## config.mk

```make
export PLATFORM = sky130hd
export DESIGN_NAME = rw_port_arbiter
export DESIGN_NICKNAME = d
export VERILOG_FILES = /design/src/rtl/rw_arb_pkg.sv /design/src/rtl/rr_picker.sv /design/src/rtl/rw_port_arbiter.sv
export SDC_FILE = /design/constraint.sdc
export NUM_CORES = 1
export LEC_CHECK = 0
export ABC_CLOCK_PERIOD_IN_PS = 1400
export CORE_AREA = 8 8 203 205
export CTS_CLUSTER_DIAMETER = 50
export DETAILED_ROUTE_END_ITERATION = 10
export DIE_AREA = 0 0 211 213
export GPL_ROUTABILITY_DRIVEN = 1
export PLACE_DENSITY = 0.44
export SETUP_SLACK_MARGIN = 0.02
export SYNTH_ARGS = -nofsm -noshare
export SYNTH_HDL_FRONTEND = slang
export SYNTH_SLANG_ARGS = --single-unit
```

## constraint.sdc

```tcl
create_clock -name clock -period 1.4 [get_ports clock]
set_clock_uncertainty 0.15 [all_clocks]
set_input_delay 0.28 -clock clock [delete_from_list [all_inputs] [get_ports clock]]
set_output_delay 0.28 -clock clock [all_outputs]
set_load 0.03 [all_outputs]
```

## src/rtl/rw_arb_pkg.sv

```systemverilog
// Shared definitions for the read/write port arbiter: FSM state encoding,
// transfer size codes and the width of the granted-master id.
package rw_arb_pkg;

  typedef enum logic {
    IDLE = 1'b0,
    BUSY = 1'b1
  } arb_state_e;

  localparam logic [1:0] SIZE_BYTE  = 2'b00;
  localparam logic [1:0] SIZE_HALF  = 2'b01;
  localparam logic [1:0] SIZE_WORD  = 2'b10;
  localparam logic [1:0] SIZE_DWORD = 2'b11;

  localparam int RW_ID_W = 4;

endpackage

```

## src/rtl/rr_picker.sv

```systemverilog
// Combinational winner search: first set bit of validI starting at startI,
// wrapping modulo N. A start of zero gives plain lowest-index priority.
module rr_picker #(
  parameter int N     = 2,
  parameter int IDX_W = $clog2(N)
) (
  input  logic [N-1:0]     validI,
  input  logic [IDX_W-1:0] startI,
  output logic [IDX_W-1:0] winnerO,
  output logic             foundO
);

  logic [IDX_W-1:0] cand;

  // Walk from the farthest candidate back to the start so the closest valid one wins.
  always_comb begin
    winnerO = '0;
    foundO  = 1'b0;
    cand    = '0;
    for (int k = N - 1; k >= 0; k--) begin
      cand = IDX_W'((32'(startI) + 32'(k)) % 32'(N));
      if (validI[cand]) begin
        winnerO = cand;
        foundO  = 1'b1;
      end
    end
  end

endmodule

```

## src/rtl/rw_port_arbiter.sv

```systemverilog
// N-master arbiter onto the single axi_rw port: registered grant held for a
// whole transaction, fixed-priority or round-robin selection.
module rw_port_arbiter
  import rw_arb_pkg::*;
#(
  parameter int N_MASTERS     = 2,
  parameter int RW_DATA_WIDTH = 64,
  parameter int ADDR_WIDTH    = 64,
  parameter int RR_MODE       = 0
) (
  input  logic                              clock,
  input  logic                              reset,
  input  logic [N_MASTERS-1:0]              m_valid,
  output logic [N_MASTERS-1:0]              m_ready,
  input  logic [N_MASTERS-1:0]              m_req,
  input  logic [N_MASTERS*ADDR_WIDTH-1:0]   m_addr,
  input  logic [2*N_MASTERS-1:0]            m_size,
  input  logic [N_MASTERS*RW_DATA_WIDTH-1:0] m_data_write,
  output logic [RW_DATA_WIDTH-1:0]          m_data_read,
  output logic [1:0]                        m_resp,
  output logic                              rw_valid,
  input  logic                              rw_ready,
  output logic                              rw_req,
  output logic [ADDR_WIDTH-1:0]             rw_addr,
  output logic [1:0]                        rw_size,
  output logic [RW_DATA_WIDTH-1:0]          data_write,
  input  logic [RW_DATA_WIDTH-1:0]          data_read,
  input  logic [1:0]                        rw_resp,
  output logic [RW_ID_W-1:0]                rw_id
);

  localparam int IDX_W = $clog2(N_MASTERS);

  arb_state_e       state_q, state_d;
  logic [IDX_W-1:0] grant_q, grant_d;
  logic [IDX_W-1:0] rrPtr_q, rrPtr_d;
  logic [IDX_W-1:0] pickStart;
  logic [IDX_W-1:0] pickWinner;
  logic             pickFound;

  assign pickStart = (RR_MODE != 0) ? rrPtr_q : '0;

  rr_picker #(
    .N     (N_MASTERS),
    .IDX_W (IDX_W)
  ) uPicker (
    .validI  (m_valid),
    .startI  (pickStart),
    .winnerO (pickWinner),
    .foundO  (pickFound)
  );

  always_ff @(posedge clock) begin
    if (reset) begin
      state_q <= IDLE;
      grant_q <= '0;
      rrPtr_q <= '0;
    end else begin
      state_q <= state_d;
      grant_q <= grant_d;
      rrPtr_q <= rrPtr_d;
    end
  end

  // A granted master dropping its valid aborts the transaction without a
  // completion and without advancing the round-robin pointer.
  always_comb begin
    state_d  = state_q;
    grant_d  = grant_q;
    rrPtr_d  = rrPtr_q;
    rw_valid = 1'b0;
    m_ready  = '0;
    case (state_q)
      IDLE: begin
        if (pickFound) begin
          grant_d = pickWinner;
          state_d = BUSY;
        end
      end
      BUSY: begin
        rw_valid = m_valid[grant_q];
        if (!m_valid[grant_q]) begin
          state_d = IDLE;
        end else if (rw_ready) begin
          m_ready[grant_q] = 1'b1;
          state_d          = IDLE;
          if (RR_MODE != 0) begin
            rrPtr_d = IDX_W'((32'(grant_q) + 32'd1) % 32'(N_MASTERS));
          end
        end
      end
      default: state_d = IDLE;
    endcase
  end

  assign rw_req      = m_req[grant_q];
  assign rw_addr     = m_addr[grant_q*ADDR_WIDTH +: ADDR_WIDTH];
  assign rw_size     = m_size[grant_q*2 +: 2];
  assign data_write  = m_data_write[grant_q*RW_DATA_WIDTH +: RW_DATA_WIDTH];
  assign rw_id       = RW_ID_W'(grant_q);
  assign m_data_read = data_read;
  assign m_resp      = rw_resp;

endmodule

```

==> results.md <==
* Status: finished with violations
* Failing checks: negative setup slack
* CTS Buffer Depth at 2
* Final Max Slew Viols at 0
* Top-count cell post-synth: mux2_2
* Gr usage total at 0.07864
* Cell Chain, Critical Path: buf_16, buf_4, mux2_2, buf_4
* Top cells by count, synth: 74 x mux2_2, 70 x buf_4, 57 x mux2_4
* Mapped Area at 2466 µm²
* Remaining Overflow, GRT at 0
* Largest net degree at the start of global routing at 27
* Antenna violations before repair at 2
* Area grow syn2layout at 211.2%
* Initial DRC count at 62
* Hpwl dp at 15930 µm
* Via count at 3346
* Post-synth EDFFs at 0
* Clock net sink count at 2
* Cts bufs inserted at 3
* Placed Instance Area at 6741 µm²
* Drt drc at 0
* Pre-antenna DRT Iters at 4
* Setup_tns at -66010 ps
* Final min period at 1992 ps
* Min-Delay Path Class: input port to output port
* Via density at 2.985
* Root Driver: clkbuf_16
* Top cells by area, synth: mux2_4 35%, mux2_2 34%, buf_4 21%
* Clock power frac at 0.111
* Final setup viols at 136
* H-tree depth at 1
* Post-route ant nets at 0
* Worst path most repeated cell: buf_4
* Post-synthesis sequential area ratio at 0.01624
* Post-Place Setup Slack at -716.9 ps
* Total Wirelength at 19340 µm
* Ys Warns at 0
* Int Power at 2468 µW
* Routability cong. at 0.7549
* Final cycle utilization of the critical path at 1.423
* Combinational share of power at 0.870
* Final Hold Vio Count at 0
* Distinct cells, synth at 17
* CP max FO at 26
* CTS tree: yes
* Switching power at 1516 µW
* RSZ-0062 raised after global routing: true
* Post-route cell area at 7674 µm²
* Worst-Skew Late Latency at 220 ps
* CP startpoint kind: flop
* Area occupied by multi-input gates at 1962 µm²
* CP Buf/Inv Count at 3
* Top-Level Pins at 537
* Data required time at the worst endpoint at 970 ps
* Core area at 38110 µm²
* Nets@finish at 937
* Synth area leader: mux2_4
* Max-Cap Viols at 0
* # fillers at 4190
* Sequential Power Share at 0.019
* Launch point of the worst reg-to-reg path: grant_q
* Crit path DAT at 1560 ps
* Vias in the first global route at 3929
* Row Count at 72
* Routed WL per cell at 17.26 µm
* Die Wd at 211 µm
* Lkg Pwr at 0.003126 µW
* Die footprint at 44940 µm²
* Synth Register Bits at 2
* Critical path startpoint: grant_q
* Die H at 213 µm
* Switching Fraction at 0.3804
* Reg clk slew, reported paths at 30 ps
* Power per cell area at 519.2 nW/µm²
* # hold bufs at CTS at 0
* First-pass GRT wire length at 26210 µm
* # diodes at 0
* Syn avg cell area at 10.72 µm²
* Final WS setup at -592.1 ps
* Async SR Flop Fraction at 0
* PortBufs at 401
* Synth top area share at 0.3470
* Critical-path top delay cell: dfxtp_4
* Initial Util at 0.06472
* Crit Path Class: flop to output port
* Fmax at 502.0 MHz
* Synth Flop Type: dfxtp_1
* Share of cells above drive strength 1 at 0.5456
* Cell count after synthesis at 230
* Min-delay src: data_read[34]
* Max IR drop VDD at 0.0002640 V
* CP top delay family: buffers and inverters
* Critical path endpoint category: output port
* CP peak stage delay at 410 ps
* Storage cell area at 43.79 µm²
==> worst reg2reg max path, stage by stage, from the launching register on <==
cell     delay, ps
dfxtp_4        410
buf_12         170
buf_8          120
buf_6          100
mux2i_4        260
buf_6          130
o32ai_2         70
==> worst paths after layout <==
check | to | cells after the start | slack [ps]
worst min-delay path | m_data_read[34] | 0 | 410
worst min register to register | state_q | 1 | 440
worst max-delay path | data_write[32] | 4 | -590
worst max register to register | state_q | 6 | -130
==> metal layers <==
metal,share of wire,GRT usage
met1,0.34,0.07395
met2,0.47,0.1361
met3,0.16,0.05563
met4,0.026,0.02220
met5,0.00052,0
==> power by group through the flow <==
| stage | clock, µW | combinational (µW) | sequential (µW) |
|---|---|---|---|
| 3_5_place_dp | 0 | 3040 | 70.7 |
| 2_1_floorplan | 0 | 1850 | 67.6 |
| 4_1_cts | 453 | 3510 | 74.3 |
| 5_1_grt | 468 | 3630 | 77.0 |
| 3_3_place_gp | 0 | 3050 | 70.3 |
| 6_report | 444 | 3460 | 75.6 |
==> per-stage QoR <==
step	cells	hold WS, ps	util	total power (µW)
detailed placement	1097	384.2	0.1769	3114
floorplan	232	196.2	-	1913
finish	1121	410.0	0.2014	3984
CTS	1125	393.6	0.2008	4036
global placement	1097	380.1	0.1769	3118
global route	1121	410.2	0.2014	4175
==> area by class of cell <==
type,instances,share of cell area
inverters,2,0.001631
repair buffers,452,0.6423
flip-flops and latches,2,0.005707
multi-input cells,143,0.2557
clock buffers,4,0.01027
well taps,518,0.08446
==> cell usage in the layout, fill, tap and decap left out <==
cell type,count
nor2_1,1
conb_1,3
a221oi_2,1
mux2_2,32
buf_4,22
clkbuf_1,1
buf_16,4
mux2i_4,1
clkdlybuf4s50_1,266
clkbuf_16,3
dfxtp_4,1
buf_6,111
or2_2,1
buf_12,16
and4_4,2
nand2b_1,1
clkdlybuf4s15_2,20
inv_1,1
clkinv_4,1
mux2_4,99
o32ai_2,1
dfxtp_1,1
buf_8,13
nor2_4,1
==> timing repair <==
action / 4_1_cts / 5_1_grt
gates cloned: 6 / 0
setup buffers: 18 / 6
endpoints found under the setup margin: 135 / 137
gates resized for setup: 513 / 29
pin swaps: 1 / 2
==> logic make-up (layout without fill, tap and decap cells) <==
group                  Yosys count  after routing  synth area share
and+or+nand+nor                  6              6           0.01523
AOI/OAI and AO/OA                2              2          0.009639
other                            1              3          0.001521
buffers and inverters           87            458            0.2684
DFF                              2              2           0.01624
muxes                          132            132            0.6890
==> flip-flops by register name (all words and copies together) (netlist names) <==
signal   count
grant_q      1
state_q      1
Power figures use the tool's default switching activity.
